`src/rtl/fpm_pkg.sv`:
```
`default_nettype none
// ============================================================================
// fpm_pkg : shared types, flag indices and width helpers for fpm_pipe
// Rev 1.0
// ============================================================================
package fpm_pkg;

  typedef enum logic [1:0] {
    CLS_ZERO = 2'd0,
    CLS_NORM = 2'd1,
    CLS_INF  = 2'd2,
    CLS_NAN  = 2'd3
  } fpm_class_e;

  localparam int c_flg_inexact   = 0;
  localparam int c_flg_underflow = 1;
  localparam int c_flg_overflow  = 2;
  localparam int c_flg_invalid   = 3;

  function automatic int fpm_word_w(input int exp_w, input int man_w);
    return 1 + exp_w + man_w;
  endfunction

  function automatic int fpm_bias(input int exp_w);
    return (1 << (exp_w - 1)) - 1;
  endfunction

  // Quiet NaN with sign 0, exponent all-ones and only the fraction MSB set.
  function automatic logic [63:0] fpm_qnan(input int exp_w, input int man_w);
    logic [63:0] v;
    v = (((64'd1 << exp_w) - 64'd1) << man_w) | (64'd1 << (man_w - 1));
    return v;
  endfunction

endpackage
`default_nettype wire

```
`src/rtl/fpm_round_pack.sv`:
```
`default_nettype none
// ============================================================================
// fpm_round_pack : final-stage normalise, RNE round, range check and pack
// Rev 1.0
// ============================================================================
module fpm_round_pack
  import fpm_pkg::*;
#(
  parameter int EXP_W = 8,
  parameter int MAN_W = 23
) (
  input  logic                 i_sign,
  input  fpm_class_e           i_cls,
  input  logic                 i_invalid,
  input  logic [EXP_W+1:0]     i_exp_sum,
  input  logic [2*MAN_W+1:0]   i_prod,
  output logic [EXP_W+MAN_W:0] o_p,
  output logic                 o_zero,
  output logic [3:0]           o_flags
);

  localparam logic [EXP_W+MAN_W:0] c_qnan = (EXP_W+MAN_W+1)'(fpm_qnan(EXP_W, MAN_W));
  localparam logic [EXP_W+1:0]     c_emax = {2'b00, {EXP_W{1'b1}}};

  logic             w_hi, w_guard, w_sticky, w_up, w_carry, w_inexact, w_ovf, w_unf;
  logic [MAN_W-1:0] w_frac, w_frac_r;
  logic [EXP_W+1:0] w_exp_f;

  // Exponent is carried as a two's-complement value two bits wider than the field.
  always_comb begin
    w_hi = i_prod[2*MAN_W+1];
    if (w_hi) begin
      w_frac   = i_prod[2*MAN_W:MAN_W+1];
      w_guard  = i_prod[MAN_W];
      w_sticky = |i_prod[MAN_W-1:0];
    end else begin
      w_frac   = i_prod[2*MAN_W-1:MAN_W];
      w_guard  = i_prod[MAN_W-1];
      w_sticky = |i_prod[MAN_W-2:0];
    end
    w_up                = w_guard & (w_sticky | w_frac[0]);
    {w_carry, w_frac_r} = {1'b0, w_frac} + {{MAN_W{1'b0}}, w_up};
    w_exp_f   = i_exp_sum + {{(EXP_W+1){1'b0}}, w_hi} + {{(EXP_W+1){1'b0}}, w_carry};
    w_inexact = w_guard | w_sticky;
    w_ovf     = !w_exp_f[EXP_W+1] && (w_exp_f >= c_emax);
    w_unf     = w_exp_f[EXP_W+1] || (w_exp_f == '0);
  end

  always_comb begin
    o_p     = '0;
    o_zero  = 1'b0;
    o_flags = '0;
    case (i_cls)
      CLS_NAN: begin
        o_p                   = c_qnan;
        o_flags[c_flg_invalid] = i_invalid;
      end
      CLS_INF:  o_p = {i_sign, {EXP_W{1'b1}}, {MAN_W{1'b0}}};
      CLS_ZERO: begin
        o_p    = {i_sign, {(EXP_W+MAN_W){1'b0}}};
        o_zero = 1'b1;
      end
      default: begin
        if (w_ovf) begin
          o_p                     = {i_sign, {EXP_W{1'b1}}, {MAN_W{1'b0}}};
          o_flags[c_flg_overflow] = 1'b1;
          o_flags[c_flg_inexact]  = 1'b1;
        end else if (w_unf) begin
          o_p                      = {i_sign, {(EXP_W+MAN_W){1'b0}}};
          o_zero                   = 1'b1;
          o_flags[c_flg_underflow] = 1'b1;
          o_flags[c_flg_inexact]   = 1'b1;
        end else begin
          o_p                    = {i_sign, w_exp_f[EXP_W-1:0], w_frac_r};
          o_flags[c_flg_inexact] = w_inexact;
        end
      end
    endcase
  end

endmodule
`default_nettype wire

```
`src/rtl/fpm_pipe.sv`:
```
`default_nettype none
// ============================================================================
// fpm_pipe : 3-stage parametrised FP multiplier with valid/ready backpressure
// Rev 1.0
// ============================================================================
module fpm_pipe
  import fpm_pkg::*;
#(
  parameter int EXP_W = 8,
  parameter int MAN_W = 23
) (
  input  logic                 clk,
  input  logic                 rst,
  input  logic                 in_valid,
  output logic                 in_ready,
  input  logic [EXP_W+MAN_W:0] in_a,
  input  logic [EXP_W+MAN_W:0] in_b,
  input  logic                 in_zero_a,
  input  logic                 in_zero_b,
  output logic                 out_valid,
  input  logic                 out_ready,
  output logic [EXP_W+MAN_W:0] out_p,
  output logic                 out_zero,
  output logic [3:0]           out_flags
);

  localparam int               W      = fpm_word_w(EXP_W, MAN_W);
  localparam logic [EXP_W+1:0] c_bias = (EXP_W+2)'(fpm_bias(EXP_W));

  function automatic fpm_class_e classify(input logic zero_sb, input logic [W-1:0] x);
    if (zero_sb || x[W-2:MAN_W] == '0) return CLS_ZERO;
    if (&x[W-2:MAN_W]) return (x[MAN_W-1:0] == '0) ? CLS_INF : CLS_NAN;
    return CLS_NORM;
  endfunction

  logic w_en;
  assign w_en     = !out_valid || out_ready;
  assign in_ready = w_en;

  logic             r1_valid, r1_sign;
  fpm_class_e       r1_cls_a, r1_cls_b;
  logic [EXP_W-1:0] r1_exp_a, r1_exp_b;
  logic [MAN_W:0]   r1_man_a, r1_man_b;

  logic               r2_valid, r2_sign, r2_invalid;
  fpm_class_e         r2_cls;
  logic [EXP_W+1:0]   r2_exp_sum;
  logic [2*MAN_W+1:0] r2_prod;

  fpm_class_e         w_cls;
  logic               w_invalid;
  logic [EXP_W+1:0]   w_exp_sum;
  logic [2*MAN_W+1:0] w_prod;

  // Special-result precedence: NaN (incl. Inf*Zero), then Inf, then Zero.
  always_comb begin
    w_invalid = (r1_cls_a == CLS_INF && r1_cls_b == CLS_ZERO) ||
                (r1_cls_a == CLS_ZERO && r1_cls_b == CLS_INF);
    if (w_invalid || r1_cls_a == CLS_NAN || r1_cls_b == CLS_NAN)  w_cls = CLS_NAN;
    else if (r1_cls_a == CLS_INF || r1_cls_b == CLS_INF)          w_cls = CLS_INF;
    else if (r1_cls_a == CLS_ZERO || r1_cls_b == CLS_ZERO)        w_cls = CLS_ZERO;
    else                                                          w_cls = CLS_NORM;
    w_exp_sum = {2'b00, r1_exp_a} + {2'b00, r1_exp_b} - c_bias;
    w_prod    = {{(MAN_W+1){1'b0}}, r1_man_a} * {{(MAN_W+1){1'b0}}, r1_man_b};
  end

  logic [W-1:0] w_p;
  logic         w_zero;
  logic [3:0]   w_flags;

  fpm_round_pack #(
    .EXP_W (EXP_W),
    .MAN_W (MAN_W)
  ) u_round_pack (
    .i_sign    (r2_sign),
    .i_cls     (r2_cls),
    .i_invalid (r2_invalid),
    .i_exp_sum (r2_exp_sum),
    .i_prod    (r2_prod),
    .o_p       (w_p),
    .o_zero    (w_zero),
    .o_flags   (w_flags)
  );

  always_ff @(posedge clk) begin
    if (w_en) begin
      r1_sign    <= in_a[W-1] ^ in_b[W-1];
      r1_cls_a   <= classify(in_zero_a, in_a);
      r1_cls_b   <= classify(in_zero_b, in_b);
      r1_exp_a   <= in_a[W-2:MAN_W];
      r1_exp_b   <= in_b[W-2:MAN_W];
      r1_man_a   <= {1'b1, in_a[MAN_W-1:0]};
      r1_man_b   <= {1'b1, in_b[MAN_W-1:0]};
      r2_sign    <= r1_sign;
      r2_cls     <= w_cls;
      r2_invalid <= w_invalid;
      r2_exp_sum <= w_exp_sum;
      r2_prod    <= w_prod;
    end
  end

  always_ff @(posedge clk) begin
    if (!rst) begin
      r1_valid  <= 1'b0;
      r2_valid  <= 1'b0;
      out_valid <= 1'b0;
      out_p     <= '0;
      out_zero  <= 1'b0;
      out_flags <= '0;
    end else if (w_en) begin
      r1_valid  <= in_valid;
      r2_valid  <= r1_valid;
      out_valid <= r2_valid;
      if (r2_valid) begin
        out_p     <= w_p;
        out_zero  <= w_zero;
        out_flags <= w_flags;
      end
    end
  end

endmodule
`default_nettype wire

```
`config.mk`:
```
export PLATFORM = sky130hd
export DESIGN_NAME = fpm_pipe
export DESIGN_NICKNAME = d
export VERILOG_FILES = /design/src/rtl/fpm_pkg.sv /design/src/rtl/fpm_round_pack.sv /design/src/rtl/fpm_pipe.sv
export SDC_FILE = /design/constraint.sdc
export NUM_CORES = 2
export LEC_CHECK = 0
export BUFFER_PORTS_ARGS = -buffer_cell sky130_fd_sc_hd__buf_2
export CAP_MARGIN = 30
export CORE_UTILIZATION = 45
export DETAILED_ROUTE_END_ITERATION = 6
export GPL_ROUTABILITY_DRIVEN = 0
export GPL_TIMING_DRIVEN = 0
export SYNTH_ARGS = -nofsm -noshare
export SYNTH_HDL_FRONTEND = slang
export SYNTH_SLANG_ARGS = --single-unit
export TNS_END_PERCENT = 30
```
`constraint.sdc`:
```
create_clock -name clk -period 10 [get_ports clk]
set_input_delay 2 -clock clk [delete_from_list [all_inputs] [get_ports clk]]
set_output_delay 2 -clock clk [all_outputs]
set_load 0.1 [all_outputs]
```
==> impl_metrics.env <==
export IMPL_dp_slack_ps=1700
export IMPL_vias_per_cell=5.35
export IMPL_final_core_util_pct=49.7
export IMPL_h_tree_depth=4
export IMPL_finClkSkew_ps=15.2
export IMPL_required_ps=10200
export IMPL_yosysMostFrequentCell="inv_1"
export IMPL_ioPinCount=109
export IMPL_fin_nets=3569
export IMPL_synth_area_sq_um=26000
export IMPL_antenna_left=0
export IMPL_holdPathStages=0
export IMPL_status="finished, final reports clean"
export IMPL_cts_tree="done"
export IMPL_yosys_register_bits=169
export IMPL_core_area_sq_um=56700
export IMPL_drtIter0Drc=1585
export IMPL_antenna_found_initial=2
export IMPL_critPathCaptureType="flop"
export IMPL_post_synth_num_cell_types=67
export IMPL_critPathMaxFanout=10
export IMPL_setup_viol=0
export IMPL_slew_viol_final=0
export IMPL_drv_cap=0
export IMPL_die_h_microns=242
export IMPL_grt_pass1_vias=19947
export IMPL_synth_top_area_share_pct=37.3
export IMPL_reg2reg_depth=24
export IMPL_finalWirelength_microns=77400
export IMPL_relSlewSlack_pct=36.7
export IMPL_start_util_pct=45.8
export IMPL_fin_cells=3593
export IMPL_fp_dieW_microns=242
export IMPL_tightest_slew_ps=950
export IMPL_cts_setup_buffers=0
export IMPL_cts_buffers=17
export IMPL_synth_common_cells="594 x inv_1, 484 x fa_1, 314 x nand2_1, 255 x and2_1, 191 x ha_1"
export IMPL_num_vias=19237
export IMPL_synth_top_area_cell="fa_1"
export IMPL_netlist_instances=2693
export IMPL_postCtsHoldBufs=0
export IMPL_worstSetupStartpointType="flop"
export IMPL_slowest_delay_ps=630
export IMPL_rsz0062_at_grt="no"
export IMPL_io_buffers=108
export IMPL_syn_area_per_cell_sq_um=9.65
export IMPL_maxClockFrequency_mhz=116
export IMPL_drtPass1Iterations=5
export IMPL_grt_overflow=0
export IMPL_hpwl_microns=63600
export IMPL_synth_seq_area_share_pct=18.0
export IMPL_diodes=0
export IMPL_drive_gt1_share_pct=5.99
export IMPL_finalCritPeriodShare_pct=86.3
export IMPL_rows=87
export IMPL_cts_buffer_depth=2
export IMPL_syn_to_final_growth_pct=8.39
export IMPL_wire_per_inst_microns=21.5
export IMPL_die_area_sq_um=58700
export IMPL_ys_flop_type="edfxtp_1"
export IMPL_synth_async_reset_ratio_pct=0
export IMPL_synth_edf_count=129
export IMPL_grtUsageTotal_pct=27.2
export IMPL_grt_pass1_wl_microns=119000
export IMPL_critPathArrivalTime_ps=8830
export IMPL_hold_viol_final=0
export IMPL_crit_type="flop to flop"
export IMPL_period_minus_slack_ps=8630
export IMPL_cts_root_buf="clkbuf_16"
export IMPL_grt_start_max_net_pins=56
export IMPL_stdcell_area_sq_um=28200
export IMPL_drc_errors=0
export IMPL_clock_latency_ps=510
export IMPL_post_cts_resize_count=0
export IMPL_path_cells="buf_1 > inv_1 > nor2_1 > fa_1 > fa_1 > inv_1 > fa_1 > fa_1 > inv_1 > fa_1 > fa_1 > inv_1 > fa_1 > inv_1 > ha_1 > buf_2 > o21ai_1 > a21oi_1 > o21ai_0 > a31oi_1 > o2111a_1 > o21a_1 > nor4_1 > a311oi_1"
export IMPL_place_area_sq_um=27500
export IMPL_clk_pin_slew_worst_paths_ps=90
export IMPL_place_inst=3560
export IMPL_cpMostUsedCell="fa_1"
export IMPL_cts_sinks=169
export IMPL_layout_setup_ws_ps=1370
export IMPL_crit_slowest_cell="a311oi_1"
export IMPL_hp_class="flop to flop"
export IMPL_synthTopCellsByArea="fa_1 37%, edfxtp_1 15%, ha_1 9.2%, inv_1 8.6%, and2_1 6.1%"
export IMPL_yosys_warnings=0
export IMPL_synth_fp_nets=3438
[flip-flops by register name, summed over array words and instances (netlist names), 2 cells and up]
register and flops:
r1_cls_a 2, r2_cls 2, out_p 32, r1_exp_b 8, out_flags 4, r2_prod 48, r1_man_a 23, r1_man_b 23
r2_exp_sum 10, r1_cls_b 2, r1_exp_a 8
[cells by family after synthesis]
group / Yosys count / synth area share, %
compound gates: 221 / 5.85
xor+xnor: 79 / 2.66
fa+ha+maj: 675 / 46.5
buf+inv: 715 / 10.4
flops: 169 / 18.0
mux: 28 / 1.11
simple gates: 806 / 15.6
[stage by stage]
step,hold WS (ps),TNS [ps]
4_1_cts,439,0
3_3_place_gp,411,-638
5_1_grt,459,0
3_5_place_dp,407,0
6_report,435,0
2_1_floorplan,400,0
[critical path, delay by kind of cell (launching register included)]
kind            cells  cell delay, ps
fa+ha+maj           8            3710
compound gates      7            2320
buf+inv             7            1500
flops               1             440
simple gates        2             370
[final cells by class]
cell class                      instances  area, sq um
Inverter                              598         2240
Sequential cell                       169         4670
Buffer                                117          453
Fill cell                            5301        28500
Timing Repair Buffer                  112          601
Clock inverter                         15          199
Clock buffer                           17          425
Multi-Input combinational cell       1809        18600
Tap cell                              756          946
[path summary, 6_finish.rpt]
path               startpoint           to  slack [ps]
setup / recovery  r1_man_a[8]  r2_prod[39]        1370
hold / removal        r1_sign      r2_sign         430
setup reg to reg  r1_man_a[8]  r2_prod[39]        1370
hold reg to reg       r1_sign      r2_sign         430
[cells in the final DEF, fill, tap and decap left out, drive strengths merged, types with 4 or more instances in the layout]
cell type  synthesis  routed
o22ai              7       7
clkbuf           105     122
xnor2             44      44
and3               8       8
a211o              4       4
nor2              85      85
and2             255     255
a21boi            10      10
a31oi              6       6
inv              595     607
xor2              35      35
ha               191     191
nand2            314     314
nor3              19      19
mux2               7       7
o21bai             6       6
nand2b             6       6
a21o              26      26
nand4             20      20
o21a              12      12
a22oi             19      19
a21oi             51      51
nor2b             33      33
o21ai             35      35
fa               484     484
buf               12     124
o211ai             8       8
clkinv             3       6
nand3             27      27
dfxtp             40      40
nor4              24      24
mux2i             21      21
and4               5       5
a211oi            10      10
edfxtp           129     129
a311oi             7       7
[layer usage]
| layer | part of all wire [%] | global-route usage, % | vias up |
|---|---|---|---|
| met5 | 0 | 0 | - |
| met4 | 4.1 | 11.3 | 0 |
| met3 | 9.1 | 6.70 | 157 |
| met2 | 44 | 41.6 | 845 |
| met1 | 42 | 36.7 | 9703 |
| li1 | - | - | 8532 |
Power is left out: the tool's default activity adds up to more than one toggle a clock period on the data nets, which glitch-free logic cannot reach.
